### config.mk
export PLATFORM = sky130hd
export DESIGN_NAME = imem_loader
export DESIGN_NICKNAME = d
export VERILOG_FILES = /design/src/rtl/imem_loader_pkg.sv /design/src/rtl/byte_packer.sv /design/src/rtl/imem_loader.sv
export SDC_FILE = /design/constraint.sdc
export NUM_CORES = 1
export LEC_CHECK = 0
export ABC_AREA = 0
export BUFFER_PORTS_ARGS = -buffer_cell sky130_fd_sc_hd__buf_2
export CAP_MARGIN = 25
export CORE_MARGIN = 3
export CORE_UTILIZATION = 45
export DETAILED_ROUTE_END_ITERATION = 10
export PLACE_DENSITY = 0.68
export REMOVE_ABC_BUFFERS = 1
export SLEW_MARGIN = 20
export SYNTH_ARGS = -nofsm -noshare
export SYNTH_HDL_FRONTEND = slang
export SYNTH_SLANG_ARGS = --single-unit
### constraint.sdc
create_clock -name clk -period 2.4 [get_ports clk]
set_clock_uncertainty 0.05 [all_clocks]
set_input_delay 0.48 -clock clk [delete_from_list [all_inputs] [get_ports clk]]
set_output_delay 0.48 -clock clk [all_outputs]
set_load 0.01 [all_outputs]
### src/rtl/imem_loader_pkg.sv
// Shared types and constants for the boot-time instruction memory loader.
package imem_loader_pkg;

  localparam int IMEM_DEPTH     = 1024;
  localparam int BYTES_PER_WORD = 4;

  typedef enum logic [1:0] {
    IDLE  = 2'd0,
    LOAD  = 2'd1,
    WRITE = 2'd2,
    DONE  = 2'd3
  } loader_state_t;

endpackage

### src/rtl/byte_packer.sv
// Packs bytes little-endian into a 32-bit word; one byte per push, no internal latency.
// No backpressure of its own: the caller only pushes when it can take a full word.
module byte_packer
  import imem_loader_pkg::*;
(
  input  logic        clk,
  input  logic        rst_n,
  input  logic        clr,
  input  logic        push,
  input  logic [7:0]  byte_in,
  output logic [31:0] word,
  output logic        full
);

  localparam int IW = $clog2(BYTES_PER_WORD);

  logic [IW-1:0] idx;

  always_ff @(posedge clk or negedge rst_n) begin
    if (!rst_n) begin
      idx  <= '0;
      word <= '0;
    end else if (clr) begin
      idx <= '0;
    end else if (push) begin
      word[{idx, 3'b000} +: 8] <= byte_in;
      idx                      <= idx + 1'b1;
    end
  end

  // High while the next push will complete the word.
  assign full = (idx == IW'(BYTES_PER_WORD - 1));

endmodule

### src/rtl/imem_loader.sv
// Fills instruction memory from a byte stream, one word write per 4 accepted bytes (5 cycles/word).
// Stalls on low byte_valid; byte_ready drops during the write cycle and outside a load.
module imem_loader
  import imem_loader_pkg::*;
#(
  parameter int DEPTH = IMEM_DEPTH,
  parameter int AW    = $clog2(DEPTH)
) (
  input  logic          clk,
  input  logic          rst_n,
  input  logic          start,
  input  logic [AW:0]   word_count,
  input  logic [7:0]    byte_in,
  input  logic          byte_valid,
  output logic          byte_ready,
  output logic          we,
  output logic [AW-1:0] waddr,
  output logic [31:0]   wdata,
  output logic          cpu_hold,
  output logic          busy,
  output logic          done
);

  localparam logic [AW:0] DEPTH_W = (AW + 1)'(DEPTH);

  loader_state_t state;
  logic [AW:0]   word_idx;
  logic [AW:0]   n_target;
  logic [AW:0]   n_clamped;
  logic [AW:0]   idx_next;
  logic          push;
  logic          full;
  logic          start_acc;
  logic          pack_clr;

  assign n_clamped = (word_count > DEPTH_W) ? DEPTH_W : word_count;
  assign idx_next  = word_idx + 1'b1;
  assign push      = byte_valid & byte_ready;
  assign start_acc = start & ((state == IDLE) | (state == DONE));
  // Byte index restarts both on a new load and after each word is written.
  assign pack_clr  = start_acc | (state == WRITE);
  assign waddr     = word_idx[AW-1:0];

  byte_packer u_packer (
    .clk     (clk),
    .rst_n   (rst_n),
    .clr     (pack_clr),
    .push    (push),
    .byte_in (byte_in),
    .word    (wdata),
    .full    (full)
  );

  always_ff @(posedge clk or negedge rst_n) begin
    if (!rst_n) begin
      state      <= IDLE;
      byte_ready <= 1'b0;
      we         <= 1'b0;
      busy       <= 1'b0;
      done       <= 1'b0;
      cpu_hold   <= 1'b1;
      word_idx   <= '0;
      n_target   <= '0;
    end else begin
      we <= 1'b0;
      case (state)
        IDLE, DONE: begin
          if (start) begin
            n_target <= n_clamped;
            word_idx <= '0;
            if (n_clamped == '0) begin
              state    <= DONE;
              done     <= 1'b1;
              cpu_hold <= 1'b0;
            end else begin
              state      <= LOAD;
              done       <= 1'b0;
              cpu_hold   <= 1'b1;
              busy       <= 1'b1;
              byte_ready <= 1'b1;
            end
          end
        end
        LOAD: begin
          if (push && full) begin
            state      <= WRITE;
            byte_ready <= 1'b0;
            we         <= 1'b1;
          end
        end
        WRITE: begin
          word_idx <= idx_next;
          if (idx_next == n_target) begin
            state    <= DONE;
            done     <= 1'b1;
            busy     <= 1'b0;
            cpu_hold <= 1'b0;
          end else begin
            state      <= LOAD;
            byte_ready <= 1'b1;
          end
        end
        default: begin
          state      <= IDLE;
          byte_ready <= 1'b0;
          busy       <= 1'b0;
          done       <= 1'b0;
          cpu_hold   <= 1'b1;
        end
      endcase
    end
  end

endmodule

==> results.py <==
metrics = {
    "floorplanning": {
        "initial_utilization_pct": 46.76,
        "rows": 30,
        "core-area_sq_um": 6869,
        "dieArea_sq_um": 8188,
        "die_x_um": 90.49,
        "io_pins": 70,
        "die_y_um": 90.49,
    },
    "cts": {
        "hold_buffers": 0,
        "clock_path_buffers": 2,
        "clkLatencyLatePin_ns": 0.35,
        "cts_buffers": 9,
        "cts_tree": "built",
        "worst_setup_hold_path_clk_slew_ns": 0.07,
        "numClockSinks": 63,
        "cts_max_level": 3,
        "cts_setup_buffers": 0,
        "root_buffer": "clkbuf_8",
    },
    "sta": {
        "clock.fmax_ghz": 0.4426,
        "hold_slack_ns": 0.09836,
        "tightest_slew_ns": 0.6158,
        "tns_ns": 0,
        "rsz0062_at_grt": "true",
        "slew_violations": 0,
        "setup_viol": 0,
        "layout_min_cycle_time_ns": 2.259,
        "finalHoldViolations": 0,
        "setup_ws_ns": 0.1406,
        "finalCritPeriodShare_pct": 94.14,
        "slew_headroom_pct": 58.95,
    },
    "drt": {
        "drt-initial-drc-count": 133,
        "route.detailed.drc": 0,
        "vias": 2654,
        "drt-total-wl_mm": 7.450,
        "wire_per_inst_um": 14.38,
        "drtPass1Iterations": 4,
        "via_per_inst": 5.124,
        "detail-route-antenna-nets": 0,
    },
    "outcome": {
        "status": "finished, final reports clean",
    },
    "worst_setup_path": {
        "cp_top_family": "compound AO/OA/AOI/OAI gates",
        "cp_data_required_time_ns": 2.62,
        "end_kind": "flip-flop",
        "crit_fanout": 9,
        "cp.buffers_inverters": 0,
        "crit_type": "flip-flop to flip-flop",
        "slowest_stage": "dfrtp_1",
        "slowest_delay_ns": 0.45,
        "worstSetupStartpointType": "flip-flop",
        "cp.arrival_ns": 2.48,
        "cp_cell_sequence": "ha_2 > xor2_1 > o2111ai_1 > o21ai_0 > nor4_2 > o2111ai_2 > a32o_1",
    },
    "logic_synthesis": {
        "yosysTopAreaCell": "dfrtp_1",
        "yosys_warnings": 0,
        "synth_area_per_cell_sq_um": 9.022,
        "synth_cells": 356,
        "synth_mux_area_share_pct": 0.3116,
        "synth_xor_area_share_pct": 4.090,
        "ys_top_cells_by_area": "dfrtp_1 (48%), nand2_1 (11%), o21ai_0 (7.5%)",
        "ys_ff_latch": 63,
        "synth_common_cells": "nand2_1 (97), dfrtp_1 (62), o21ai_0 (48)",
        "ys.flop_type": "dfrtp_1",
        "synthAdderAreaFrac_pct": 3.506,
        "yosys.area_share.simple_pct": 22.75,
        "syn-cell-area_sq_um": 3212,
        "yosysMostFrequentCell": "nand2_1",
        "synth_edf_count": 0,
        "ys_seq_area_share_pct": 49.12,
        "async_reset_ff_share_pct": 100.0,
        "yosysTopAreaCellShare_pct": 48.31,
        "synth_top_family_by_area": "simple AND/OR/NAND/NOR gates",
        "synth-compound-area-share_pct": 14.76,
        "synth_cell_types": 41,
    },
    "finish": {
        "fill_cells": 654,
        "seqCellArea_sq_um": 1578,
        "nets": 449,
        "multi_input_area_sq_um": 1470,
        "final_area_sq_um": 3795,
        "areaGrowthSynthToFinish_pct": 18.15,
        "drive_above_1_share_pct": 24.41,
        "antenna_cells": 0,
    },
    "placed_design": {
        "post-place-ws_ns": 0.09257,
        "gp_congestion": 0.8528,
        "place_area_sq_um": 3586,
        "io_buffers": 69,
        "post-dp-hpwl_mm": 5.407,
    },
    "hold_path": {
        "hp-class": "primary input to asynchronous set/reset pin",
    },
    "global_route": {
        "gr-total-overflow": 0,
        "grt_first_pass_wirelength_mm": 12.74,
        "grt.total_usage_pct": 19.28,
        "grt_pass1_vias": 2534,
        "grt_max_degree": 27,
        "antenna_found_initial": 0,
    },
    "power": {
        "peakVddDrop_v": 0.0005708,
        "power_density_nw_per_um2": 1097,
        "p_leak_nw": 1.830,
        "total_power_mw": 4.163,
    },
    "run": {
        "cap_violations": 0,
    },
}
kinds of logic after synthesis:
logic type / Yosys count
buffers and inverters: 33
xor gates and xnor gates: 15
DFF: 63
AOI/OAI and AO/OA: 79
muxes: 1
adders and majority gates: 9
and+or+nand+nor: 156
cell usage in the layout, fill, tap and decap left out, types with 5 or more instances in the layout:
cell and count:
a22o_1 5, ha_1 8, clkbuf_8 9, o21ai_0 48
nand2_1 97, buf_2 69, dfrtp_1 62, nand3_1 7
inv_1 9, nor2_1 19, nand3b_1 7, xnor2_1 11
a21oi_1 7
through the flow:
step	instances	util (%)
after CTS	518	55.08
after global placement	502	52.20
after detailed placement	502	52.20
final	518	55.25
after floorplan	332	-
after global routing	518	55.25
flip-flops by register name (all words and copies together), names as in the netlist:
register	cells
busy	1
byte_ready	1
cpu_hold	1
done	1
n_target	11
state	2
u_packer.idx	2
u_packer.word	32
we	1
word_idx	11
cell type report:
| class | count | area share [%] |
|---|---|---|
| sequential | 63 | 41.58 |
| multi-input combinational | 260 | 38.74 |
| timing repair buffer | 74 | 10.42 |
| clock buffer | 9 | 3.264 |
| tap | 96 | 3.165 |
| clock inverter | 7 | 1.945 |
| inverter | 9 | 0.8902 |
routing by layer:
layer | global-route usage (%) | vias to the layer above | wire length, um
li1 | - | 1329 | -
met1 | 27.43 | 1255 | 3558
met2 | 28.54 | 59 | 3465
met3 | 5.083 | 11 | 313
met4 | 6.505 | 0 | 112
met5 | 0 | - | 0
path summary, 6_finish.rpt:
check | startpoint | to | slack, ns | cells past startpoint
worst max-delay path | word_idx[1] | cpu_hold | 0.14 | 7
worst min-delay path | rst_n | u_packer.word[23] | 0.1 | 1
worst max register to register | word_idx[1] | cpu_hold | 0.14 | 7
worst min register to register | u_packer.word[14] | u_packer.word[14] | 0.43 | 2
max in group asynchronous | rst_n | word_idx[2] | 1.56 | 2
min in group clk | word_count[7] | n_target[7] | 0.32 | 2
repair_timing:
action / in CTS / in global routing
endpoints found under the hold margin: 0 / 0
setup endpoints to repair: 0 / 8
gates resized for setup: 0 / 3
report_power, final:
group | internal (mW) | total (mW) | switching, mW
clock network | 0.478 | 0.920 | 0.441
logic | 0.631 | 1.62 | 0.993
registers | 1.39 | 1.62 | 0.232
total | 2.50 | 4.16 | 1.67
No activity file was read; power rests on OpenSTA's default activity.
